--- config.mk ---
export PLATFORM = sky130hd
export DESIGN_NAME = instr_fetch_unit_flat
export DESIGN_NICKNAME = d
export VERILOG_FILES = /design/src/rtl/fetch_pkg.sv /design/src/rtl/instr_fetch_unit_if.sv /design/src/rtl/instr_fetch_unit.sv /design/src/flat_wrapper.sv
export SDC_FILE = /design/constraint.sdc
export NUM_CORES = 1
export LEC_CHECK = 0
export CAP_MARGIN = 5
export CELL_PAD_IN_SITES_DETAIL_PLACEMENT = 1
export CELL_PAD_IN_SITES_GLOBAL_PLACEMENT = 1
export CORE_UTILIZATION = 47
export CTS_CLUSTER_DIAMETER = 30
export DETAILED_ROUTE_END_ITERATION = 6
export DONT_BUFFER_PORTS = 1
export PLACE_DENSITY = 0.84
export SLEW_MARGIN = 30
export SYNTH_ARGS = -nofsm -noshare
export SYNTH_HDL_FRONTEND = slang
export SYNTH_SLANG_ARGS = --single-unit
--- constraint.sdc ---
create_clock -name clk -period 1.68 [get_ports clk]
set_input_delay 0.084 -clock clk [delete_from_list [all_inputs] [get_ports clk]]
set_output_delay 0.084 -clock clk [all_outputs]
set_load 0.1 [all_outputs]
--- src/rtl/fetch_pkg.sv ---
// Shared definitions for the instruction fetch stage: state encoding and
// default geometry of the PC and instruction words.
package fetch_pkg;

  typedef enum logic [1:0] {
    IDLE    = 2'd0,
    REQ     = 2'd1,
    FULL    = 2'd2,
    DISCARD = 2'd3
  } fetch_state_e;

  localparam int DEF_PC_WIDTH    = 8;
  localparam int DEF_INSTR_WIDTH = 8;
  localparam int DEF_RESET_PC    = 0;

endpackage

--- src/rtl/instr_fetch_unit_if.sv ---
// Bundles the instruction-memory handshake and the decode-side buffer of the
// fetch stage; master is the fetch unit, slave is memory plus decode.
interface instr_fetch_unit_if
  import fetch_pkg::*;
#(
  parameter int PC_WIDTH    = DEF_PC_WIDTH,
  parameter int INSTR_WIDTH = DEF_INSTR_WIDTH
);

  logic                   imem_req;
  logic [PC_WIDTH-1:0]    imem_addr;
  logic                   imem_ack;
  logic [INSTR_WIDTH-1:0] imem_rdata;

  logic [INSTR_WIDTH-1:0] instr_out;
  logic                   instr_valid;
  logic                   instr_ready;
  logic [PC_WIDTH-1:0]    pc_out;
  logic [PC_WIDTH-1:0]    link_pc;

  logic                   redirect;
  logic [PC_WIDTH-1:0]    redirect_target;

  modport master (
    output imem_req, imem_addr,
    input  imem_ack, imem_rdata,
    output instr_out, instr_valid, pc_out, link_pc,
    input  instr_ready, redirect, redirect_target
  );

  modport slave (
    input  imem_req, imem_addr,
    output imem_ack, imem_rdata,
    input  instr_out, instr_valid, pc_out, link_pc,
    output instr_ready, redirect, redirect_target
  );

endinterface

--- src/rtl/instr_fetch_unit.sv ---
// Fetch stage: holds the PC, issues one req/ack read at a time and presents
// each instruction to decode through a single-entry valid/ready buffer.
module instr_fetch_unit
  import fetch_pkg::*;
#(
  parameter int PC_WIDTH    = DEF_PC_WIDTH,
  parameter int INSTR_WIDTH = DEF_INSTR_WIDTH,
  parameter int RESET_PC    = DEF_RESET_PC
)(
  input  logic                clk,
  input  logic                reset,
  instr_fetch_unit_if.master  bus
);

  localparam logic [PC_WIDTH-1:0] RST_PC  = PC_WIDTH'(RESET_PC);
  localparam logic [PC_WIDTH-1:0] PC_STEP = PC_WIDTH'(1);

  fetch_state_e           state_q,    state_d;
  logic [PC_WIDTH-1:0]    fetch_pc_q, fetch_pc_d;
  logic [PC_WIDTH-1:0]    req_addr_q, req_addr_d;
  logic [PC_WIDTH-1:0]    pc_out_q,   pc_out_d;
  logic [INSTR_WIDTH-1:0] instr_q,    instr_d;

  // Next-state logic. req_addr is reloaded on every entry to REQ, so the
  // address seen by memory never changes while a request is outstanding.
  always_comb begin
    state_d    = state_q;
    fetch_pc_d = fetch_pc_q;
    req_addr_d = req_addr_q;
    pc_out_d   = pc_out_q;
    instr_d    = instr_q;

    unique case (state_q)
      IDLE: begin
        state_d = REQ;
        if (bus.redirect) begin
          fetch_pc_d = bus.redirect_target;
          req_addr_d = bus.redirect_target;
        end else begin
          req_addr_d = fetch_pc_q;
        end
      end

      REQ: begin
        if (bus.imem_ack && bus.redirect) begin
          fetch_pc_d = bus.redirect_target;
          req_addr_d = bus.redirect_target;
          state_d    = REQ;
        end else if (bus.imem_ack) begin
          instr_d    = bus.imem_rdata;
          pc_out_d   = req_addr_q;
          fetch_pc_d = req_addr_q + PC_STEP;
          state_d    = FULL;
        end else if (bus.redirect) begin
          fetch_pc_d = bus.redirect_target;
          state_d    = DISCARD;
        end
      end

      FULL: begin
        if (bus.redirect) begin
          fetch_pc_d = bus.redirect_target;
          req_addr_d = bus.redirect_target;
          state_d    = REQ;
        end else if (bus.instr_ready) begin
          req_addr_d = fetch_pc_q;
          state_d    = REQ;
        end
      end

      DISCARD: begin
        // The protocol has no abort, so the stale read must complete first.
        if (bus.imem_ack) begin
          state_d = REQ;
          if (bus.redirect) begin
            fetch_pc_d = bus.redirect_target;
            req_addr_d = bus.redirect_target;
          end else begin
            req_addr_d = fetch_pc_q;
          end
        end else if (bus.redirect) begin
          fetch_pc_d = bus.redirect_target;
        end
      end

      default: state_d = IDLE;
    endcase
  end

  always_ff @(posedge clk or negedge reset) begin
    if (!reset) begin
      state_q    <= IDLE;
      fetch_pc_q <= RST_PC;
      req_addr_q <= '0;
      pc_out_q   <= '0;
      instr_q    <= '0;
    end else begin
      state_q    <= state_d;
      fetch_pc_q <= fetch_pc_d;
      req_addr_q <= req_addr_d;
      pc_out_q   <= pc_out_d;
      instr_q    <= instr_d;
    end
  end

  assign bus.imem_req    = (state_q == REQ) || (state_q == DISCARD);
  assign bus.imem_addr   = req_addr_q;
  assign bus.instr_valid = (state_q == FULL);
  assign bus.instr_out   = instr_q;
  assign bus.pc_out      = pc_out_q;
  assign bus.link_pc     = pc_out_q + PC_STEP;

endmodule

--- src/flat_wrapper.sv ---
// flat-port wrapper written by rule: the top's interface ports become plain ports
module instr_fetch_unit_flat import fetch_pkg::*;
#(
  parameter int PC_WIDTH    = DEF_PC_WIDTH,
  parameter int INSTR_WIDTH = DEF_INSTR_WIDTH,
  parameter int RESET_PC    = DEF_RESET_PC
)
  (clk, reset, bus_imem_req, bus_imem_addr, bus_imem_ack, bus_imem_rdata, bus_instr_out, bus_instr_valid, bus_pc_out, bus_link_pc, bus_instr_ready, bus_redirect, bus_redirect_target);
  instr_fetch_unit_if #(.PC_WIDTH(PC_WIDTH), .INSTR_WIDTH(INSTR_WIDTH)) bus_i ();
  input  logic clk;
  input  logic reset;
  output wire logic [$bits(bus_i.imem_req)-1:0] bus_imem_req;
  output wire logic [$bits(bus_i.imem_addr)-1:0] bus_imem_addr;
  input wire logic [$bits(bus_i.imem_ack)-1:0] bus_imem_ack;
  input wire logic [$bits(bus_i.imem_rdata)-1:0] bus_imem_rdata;
  output wire logic [$bits(bus_i.instr_out)-1:0] bus_instr_out;
  output wire logic [$bits(bus_i.instr_valid)-1:0] bus_instr_valid;
  output wire logic [$bits(bus_i.pc_out)-1:0] bus_pc_out;
  output wire logic [$bits(bus_i.link_pc)-1:0] bus_link_pc;
  input wire logic [$bits(bus_i.instr_ready)-1:0] bus_instr_ready;
  input wire logic [$bits(bus_i.redirect)-1:0] bus_redirect;
  input wire logic [$bits(bus_i.redirect_target)-1:0] bus_redirect_target;
  assign bus_imem_req = bus_i.imem_req;
  assign bus_imem_addr = bus_i.imem_addr;
  assign bus_i.imem_ack = bus_imem_ack;
  assign bus_i.imem_rdata = bus_imem_rdata;
  assign bus_instr_out = bus_i.instr_out;
  assign bus_instr_valid = bus_i.instr_valid;
  assign bus_pc_out = bus_i.pc_out;
  assign bus_link_pc = bus_i.link_pc;
  assign bus_i.instr_ready = bus_instr_ready;
  assign bus_i.redirect = bus_redirect;
  assign bus_i.redirect_target = bus_redirect_target;
  instr_fetch_unit #(.PC_WIDTH(PC_WIDTH), .INSTR_WIDTH(INSTR_WIDTH), .RESET_PC(RESET_PC)) u_core (.clk(clk), .reset(reset), .bus(bus_i));
endmodule
==> results of run 1 <==
[logic make-up (layout without fill, tap and decap cells)]
group | count (synthesis) | in the layout
AOI/OAI and AO/OA | 28 | 28
other | 0 | 1
xor gates and xnor gates | 10 | 10
muxes | 25 | 25
DFF | 34 | 34
adders and majority gates | 2 | 2
and+or+nand+nor | 48 | 48
buffers and inverters | 14 | 71
[cell type report]
type	count	area [um^2]
Antenna cell	1	2.502
Clock buffer	8	110.1
Fill cell	312	818.3
Inverter	6	22.52
Multi-Input combinational cell	113	950.9
Sequential cell	34	884.6
Tap cell	46	57.56
Timing Repair Buffer	57	595.6
[final timing paths]
| check | from | end | slack, ns | cells after the start |
|---|---|---|---|---|
| max | u_core.bus.pc_out[2]$_DFFE_PN0P_ | bus_link_pc[5] | -0.05 | 4 |
| min | bus_redirect_target[3] | u_core.bus.imem_addr[3]$_DFFE_PN0P_ | 0.03 | 2 |
| max reg2reg | u_core.state_q[0]$_DFFE_PN0P_ | u_core.fetch_pc_q[5]$_DFF_PN0_ | -0.05 | 4 |
| min reg2reg | u_core.bus.instr_out[1]$_DFFE_PN0P_ | u_core.bus.instr_out[1]$_DFFE_PN0P_ | 0.55 | 1 |
| max in group asynchronous | reset | u_core.bus.imem_addr[4]$_DFFE_PN0P_ | 1.21 | 2 |
| min in group asynchronous | reset | u_core.bus.pc_out[1]$_DFFE_PN0P_ | 0.24 | 2 |
[layer usage]
metal	GRT usage [%]	routed length, um
met5	0	0
met3	11.50	814
met4	29.36	828
met2	72.83	4335
met1	46.71	3011
[cells in the final DEF (no fill, tap or decap), types with 3 or more instances in the layout]
cell,n
buf_4,28
dlygate4sd3_1,19
dfrtp_1,19
nor2_1,15
mux2_2,14
nand2_1,12
a21oi_1,12
mux2i_1,11
buf_12,9
dfrtp_2,9
clkbuf_8,8
nor3_1,6
o21ai_0,6
dfrtp_4,6
inv_1,5
nand3_1,5
xnor2_4,4
xnor2_1,3
[synthesized netlist by cell type, drive strengths merged, types with 3 or more instances]
cell,count,share of area [%]
dfrtp,34,49
nor2,17,4.1
a21oi,14,4.9
mux2,14,9.1
nand2,12,2.6
mux2i,11,6.4
o21ai,8,2.3
nor3,7,2.0
xnor2,7,3.5
inv,6,1.3
nand3,6,1.7
buf,5,2.8
clkbuf,3,0.72
xor2,3,1.5
[per-stage QoR]
stage                     TNS [ns]  util, %  cells  area, um^2  setup slack [ns]
after floorplan            -0.6200        -    161        1897           -0.1969
after global placement           0    65.32    233        2248            0.2274
after detailed placement         0    65.32    233        2248           0.03384
after CTS                        0    75.50    264        2599         0.0001055
after global routing       -0.5361    76.23    265        2624           -0.1432
final                      -0.1961    76.23    265        2624          -0.04786
[repair_timing]
| item | 4_1_cts | 5_1_grt |
|---|---|---|
| hold buffers | 20 | 0 |
| setup buffers | 3 | 0 |
| endpoints found under the hold margin | 50 | 0 |
| pin swaps | 5 | 3 |
| endpoints found under the setup margin | 3 | 16 |
| gates resized for setup | 2 | 4 |
[worst max-delay path: cells and delay by family, from the launching register on]
| kind | cells | cell delay (ns) |
|---|---|---|
| flops | 1 | 0.52 |
| simple gates | 2 | 0.44 |
| buf+inv | 1 | 0.20 |
| xor+xnor | 1 | 0.17 |
[state kept, by name, summed over array words and instances, names as in the netlist]
register              cells
u_core.bus.imem_addr      8
u_core.bus.instr_out      8
u_core.bus.pc_out         8
u_core.fetch_pc_q         8
u_core.state_q            2
==> metrics, run 1 <==
status=finished with violations; violated checks=negative setup slack; die area=3928 um^2; Seq cells post-synth=34; proportion of synthesized area in mux cells=15.47%; detailed-route via count=1,772; adder-cell area share of the yosys netlist=roughly 1.4%; slowest CP cell=dfrtp_4; GRT Total Usage=43.00%; first drt pass iteration count=4; clk sinks=34; vias per cell=about 6.7; syn nets=184; syn_area_per_cell=10.75 um^2; vias in the first global route=a little under 2,000; fin. max-slew vios=0; antenna violations before repair=1; crit path cell chain=and4_1 > nand2_1 > xnor2_4 > buf_12; sequential element share of the synthesized area=49.17%; Longest Clk Path Bufs=2; worst-skew pair later-pin latency=0.30 ns; worst-margin pin slew=around 0.63 ns; YS warnings=0; First DRT Iteration DRCs=161; Mapped Cells=roughly 160; clk slew on worst S/H paths=0.09 ns; Post-synth EDFFs=0; Num CTS Buffers=5; setup slack after layout=-0.04786 ns; CP required=1.60 ns; startpoint types=register; fmax=578.8 MHz; TritonCTS clock tree=yes; I/O pin cnt=55; WP data arrival=between 1.5 and 2 ns; clock root buffer=clkbuf_8; Slowest Stage Delay on Critical Path=0.52 ns; Synth Area in Compound Gates=9.906%; die width=62.68 um; initial core utilization=50.27%; Simple-Gate Fraction of Synth Area=roughly 14%; Netlist Area Pre-Place=1730 um^2; routability cong.=0.8527; routed len/inst=33.92 um; die height=~63 um; Hold Crit Class=input port to register; Worst Path Max Fanout=4; min Tclk post-route=1.728 ns; Max-Cap Viols=0; RSZ-0062 raised after global routing=yes; I/O Buffers=0; final period utilization=102.8%; GRT overflow=0; Yosys cell types=31; ys flop type=dfrtp_1; drc violations=0; Fin Hold WS=0.02798 ns; layout cells sized above 1=42.20%; first-pass GRT wire length=approximately 12,000 um; final setup violating endpoints=6; largest family of logic cells by synthesized area=multiplexers; XOR/XNOR Fraction of Synth Area=under 10%; H-tree Lvls=2; Clock Skew=0.01815 ns; nets@finish=240; synthesis-to-finish area growth=51.63%; final hold violation count=0; Antenna Nets Post-Route=0; asr flop ratio synth=100.0%; Max transition margin=57.75%; largest net degree at the start of global routing=35; final wirelength=between 8000 and 9000 um; Detailed Place HPWL=4000 um; Rows=21; Worst Path Class, Setup=register to primary output; core area=between 3000 and 4000 um^2; critical path endpoint category=primary output
Power of run 1 is not shown: default switching activity piles up to over one toggle a cycle in this logic, so the estimate is an artifact.
==> run 2, diff against run 1 <==
--- a/config.mk
+++ b/config.mk
@@ -6,13 +6,11 @@
 export NUM_CORES = 1
 export LEC_CHECK = 0
 export CAP_MARGIN = 5
-export CELL_PAD_IN_SITES_DETAIL_PLACEMENT = 1
-export CELL_PAD_IN_SITES_GLOBAL_PLACEMENT = 1
-export CORE_UTILIZATION = 47
+export CORE_UTILIZATION = 55
 export CTS_CLUSTER_DIAMETER = 30
 export DETAILED_ROUTE_END_ITERATION = 6
 export DONT_BUFFER_PORTS = 1
-export PLACE_DENSITY = 0.84
+export PLACE_DENSITY = 0.77
 export SLEW_MARGIN = 30
 export SYNTH_ARGS = -nofsm -noshare
 export SYNTH_HDL_FRONTEND = slang
==> run 2 against run 1 <==
The run still ends with negative setup slack left; non-clock buffer count increased by 2; die area decreased by 14%; register-to-register slack about the same; cell area increased by 0.57%; maximum frequency decreased by 5.6%; first-iteration DRC count increased by 19%; core utilization increased by 16 points.
==> metrics, run 2 (synthesis gave the netlist of run 1 again) <==
status=finished with violations; violated checks=negative setup slack; I/O pin cnt=55 (unchanged); die height=58.09 um (-7.3%); routability cong.=0.8437 (-1.1%); routed len/inst=21.91 um (-35%); clock root buffer=clkbuf_4; layout cells sized above 1=43.18% (+0.98 points); die width=58.09 um (-7.3%); dpl cells=230 (-1.3%); die area=3374 um^2 (-14%); largest net degree at the start of global routing=35 (unchanged); final wirelength=5741 um (-36%); crit path cell chain=and4_4 > nand4_1 > xnor2_4 > buf_12; crit path buf inv count=1 (unchanged); detailed-route via count=1,585 (-11%); first drt pass iteration count=5 (+1); Worst Path Max Fanout=4 (unchanged); Rows=19 (-9.5%); Slowest Stage Delay on Critical Path=0.45 ns (-0.07 ns); final setup violating endpoints=5 (-1); CP required=1.60 ns (about the same); Clock Skew=0.007231 ns (-0.01092 ns); worst-skew pair later-pin latency=0.36 ns (+0.06 ns); clk sinks=34 (unchanged); Worst Path Class, Setup=register to primary output; nets@finish=242 (+0.83%); most frequent cells in the layout=buf_4 (28), dfrtp_1 (20), dlygate4sd3_1 (18); final period utilization=109.0% (+6.1 points); Detailed Place HPWL=3045 um (-24%); ANT cells=0 (-1); vias per cell=6.050 (-9.5%); Antenna Nets Post-Route=0 (unchanged); GRT Total Usage=32.14% (-11 points); fin. max-slew vios=0 (unchanged); dpl cell area=2251 um^2 (+0.11%); Hold Crit Class=input port to register; commonest non-fill, non-tap cell in the layout=buf_4; setup slack after layout=-0.1507 ns (-0.1029 ns); critical path endpoint category=primary output; Filler cells=100 (-68%); Longest Clk Path Bufs=2 (unchanged); TritonCTS clock tree=yes; RSZ-0062 raised after global routing=yes; Max transition margin=55.61% (-2.1 points); Finished Layout Cells=262 (-1.1%); min Tclk post-route=1.831 ns (+0.1029 ns); Num CTS Buffers=5 (unchanged); worst-margin pin slew=0.6658 ns (+0.03412 ns); drc violations=0 (unchanged); vias in the first global route=1,657 (-14%); fmax=546.2 MHz (-5.6%); H-tree Lvls=2 (unchanged); Fin Hold WS=0.03823 ns (+0.01026 ns); slowest CP cell=dfrtp_4; First DRT Iteration DRCs=192 (+19%); final hold violation count=0 (unchanged); core area=2877 um^2 (-16%); clk slew on worst S/H paths=0.12 ns (+0.03 ns); Reg area=883.3 um^2 (-0.14%); antenna violations before repair=0 (-1); synthesis-to-finish area growth=52.49%; first-pass GRT wire length=7900 um (-33%); I/O Buffers=0 (unchanged); WP data arrival=1.75 ns (+0.11 ns); startpoint types=register; GRT overflow=0 (unchanged); initial core utilization=60.16% (+9.9 points); Multi-input gate area=968.4 um^2 (+1.8%); fin area=2639 um^2 (+0.57%); CP top delay family=simple AND/OR/NAND/NOR gates; Max-Cap Viols=0 (unchanged)
-- run 2: final cells by class --
| type | instances | area share, % |
|---|---|---|
| clock buffer | 5 | 1.422 |
| tap | 42 | 1.991 |
| sequential | 34 | 33.48 |
| multi-input combinational | 113 | 36.70 |
| inverter | 6 | 0.8535 |
| clock inverter | 3 | 1.517 |
| timing repair buffer | 59 | 24.04 |
-- run 2: worst paths after layout --
kind                            depth (start not counted)                                 from                             endpoint  slack [ns]
worst min-delay path                                    3                         bus_redirect  u_core.bus.imem_addr[6]$_DFFE_PN0P_        0.04
max in group asynchronous                               2                                reset     u_core.bus.pc_out[3]$_DFFE_PN0P_        1.30
worst max register to register                          4        u_core.state_q[0]$_DFFE_PN0P_  u_core.bus.imem_addr[1]$_DFFE_PN0P_       -0.04
worst min register to register                          1  u_core.bus.instr_out[3]$_DFFE_PN0P_  u_core.bus.instr_out[3]$_DFFE_PN0P_        0.53
min in group asynchronous                               2                                reset        u_core.state_q[1]$_DFFE_PN0P_        0.18
worst max-delay path                                    4     u_core.bus.pc_out[2]$_DFFE_PN0P_                       bus_link_pc[7]       -0.15
-- run 2: through the flow --
step | util [%] | setup TNS, ns | setup WS, ns
after floorplan | - | -0.6200 | -0.1969
after global placement | 78.25 | 0 | 0.2308
after detailed placement | 78.25 | 0 | 0.1463
after CTS | 89.47 | -0.1354 | -0.06594
after global routing | 91.74 | -0.6449 | -0.1825
final | 91.74 | -0.2832 | -0.1507
-- run 2: worst min-delay path: stages --
cell     delay, ns
a21oi_4       0.05
mux2i_1       0.15
a21oi_1       0.08
-- run 2: per-layer routing --
metal | up-vias | global-route usage (%) | share of wire [%]
li1 | 680 | - | -
met5 | - | 0 | 0
met1 | 772 | 33.68 | 35
met3 | 30 | 9.375 | 6.6
met4 | 0 | 14.29 | 5.2
met2 | 103 | 59.11 | 54
-- run 2: repair_timing --
action | 4_1_cts | 5_1_grt
hold buffers | 20 | 0
hold endpoints to repair | 60 | 0
gates resized for setup | 5 | 9
setup buffers | 2 | 2
pin swaps | 7 | 3
setup endpoints to repair | 5 | 14
Power of run 2 is left out for the same reason.
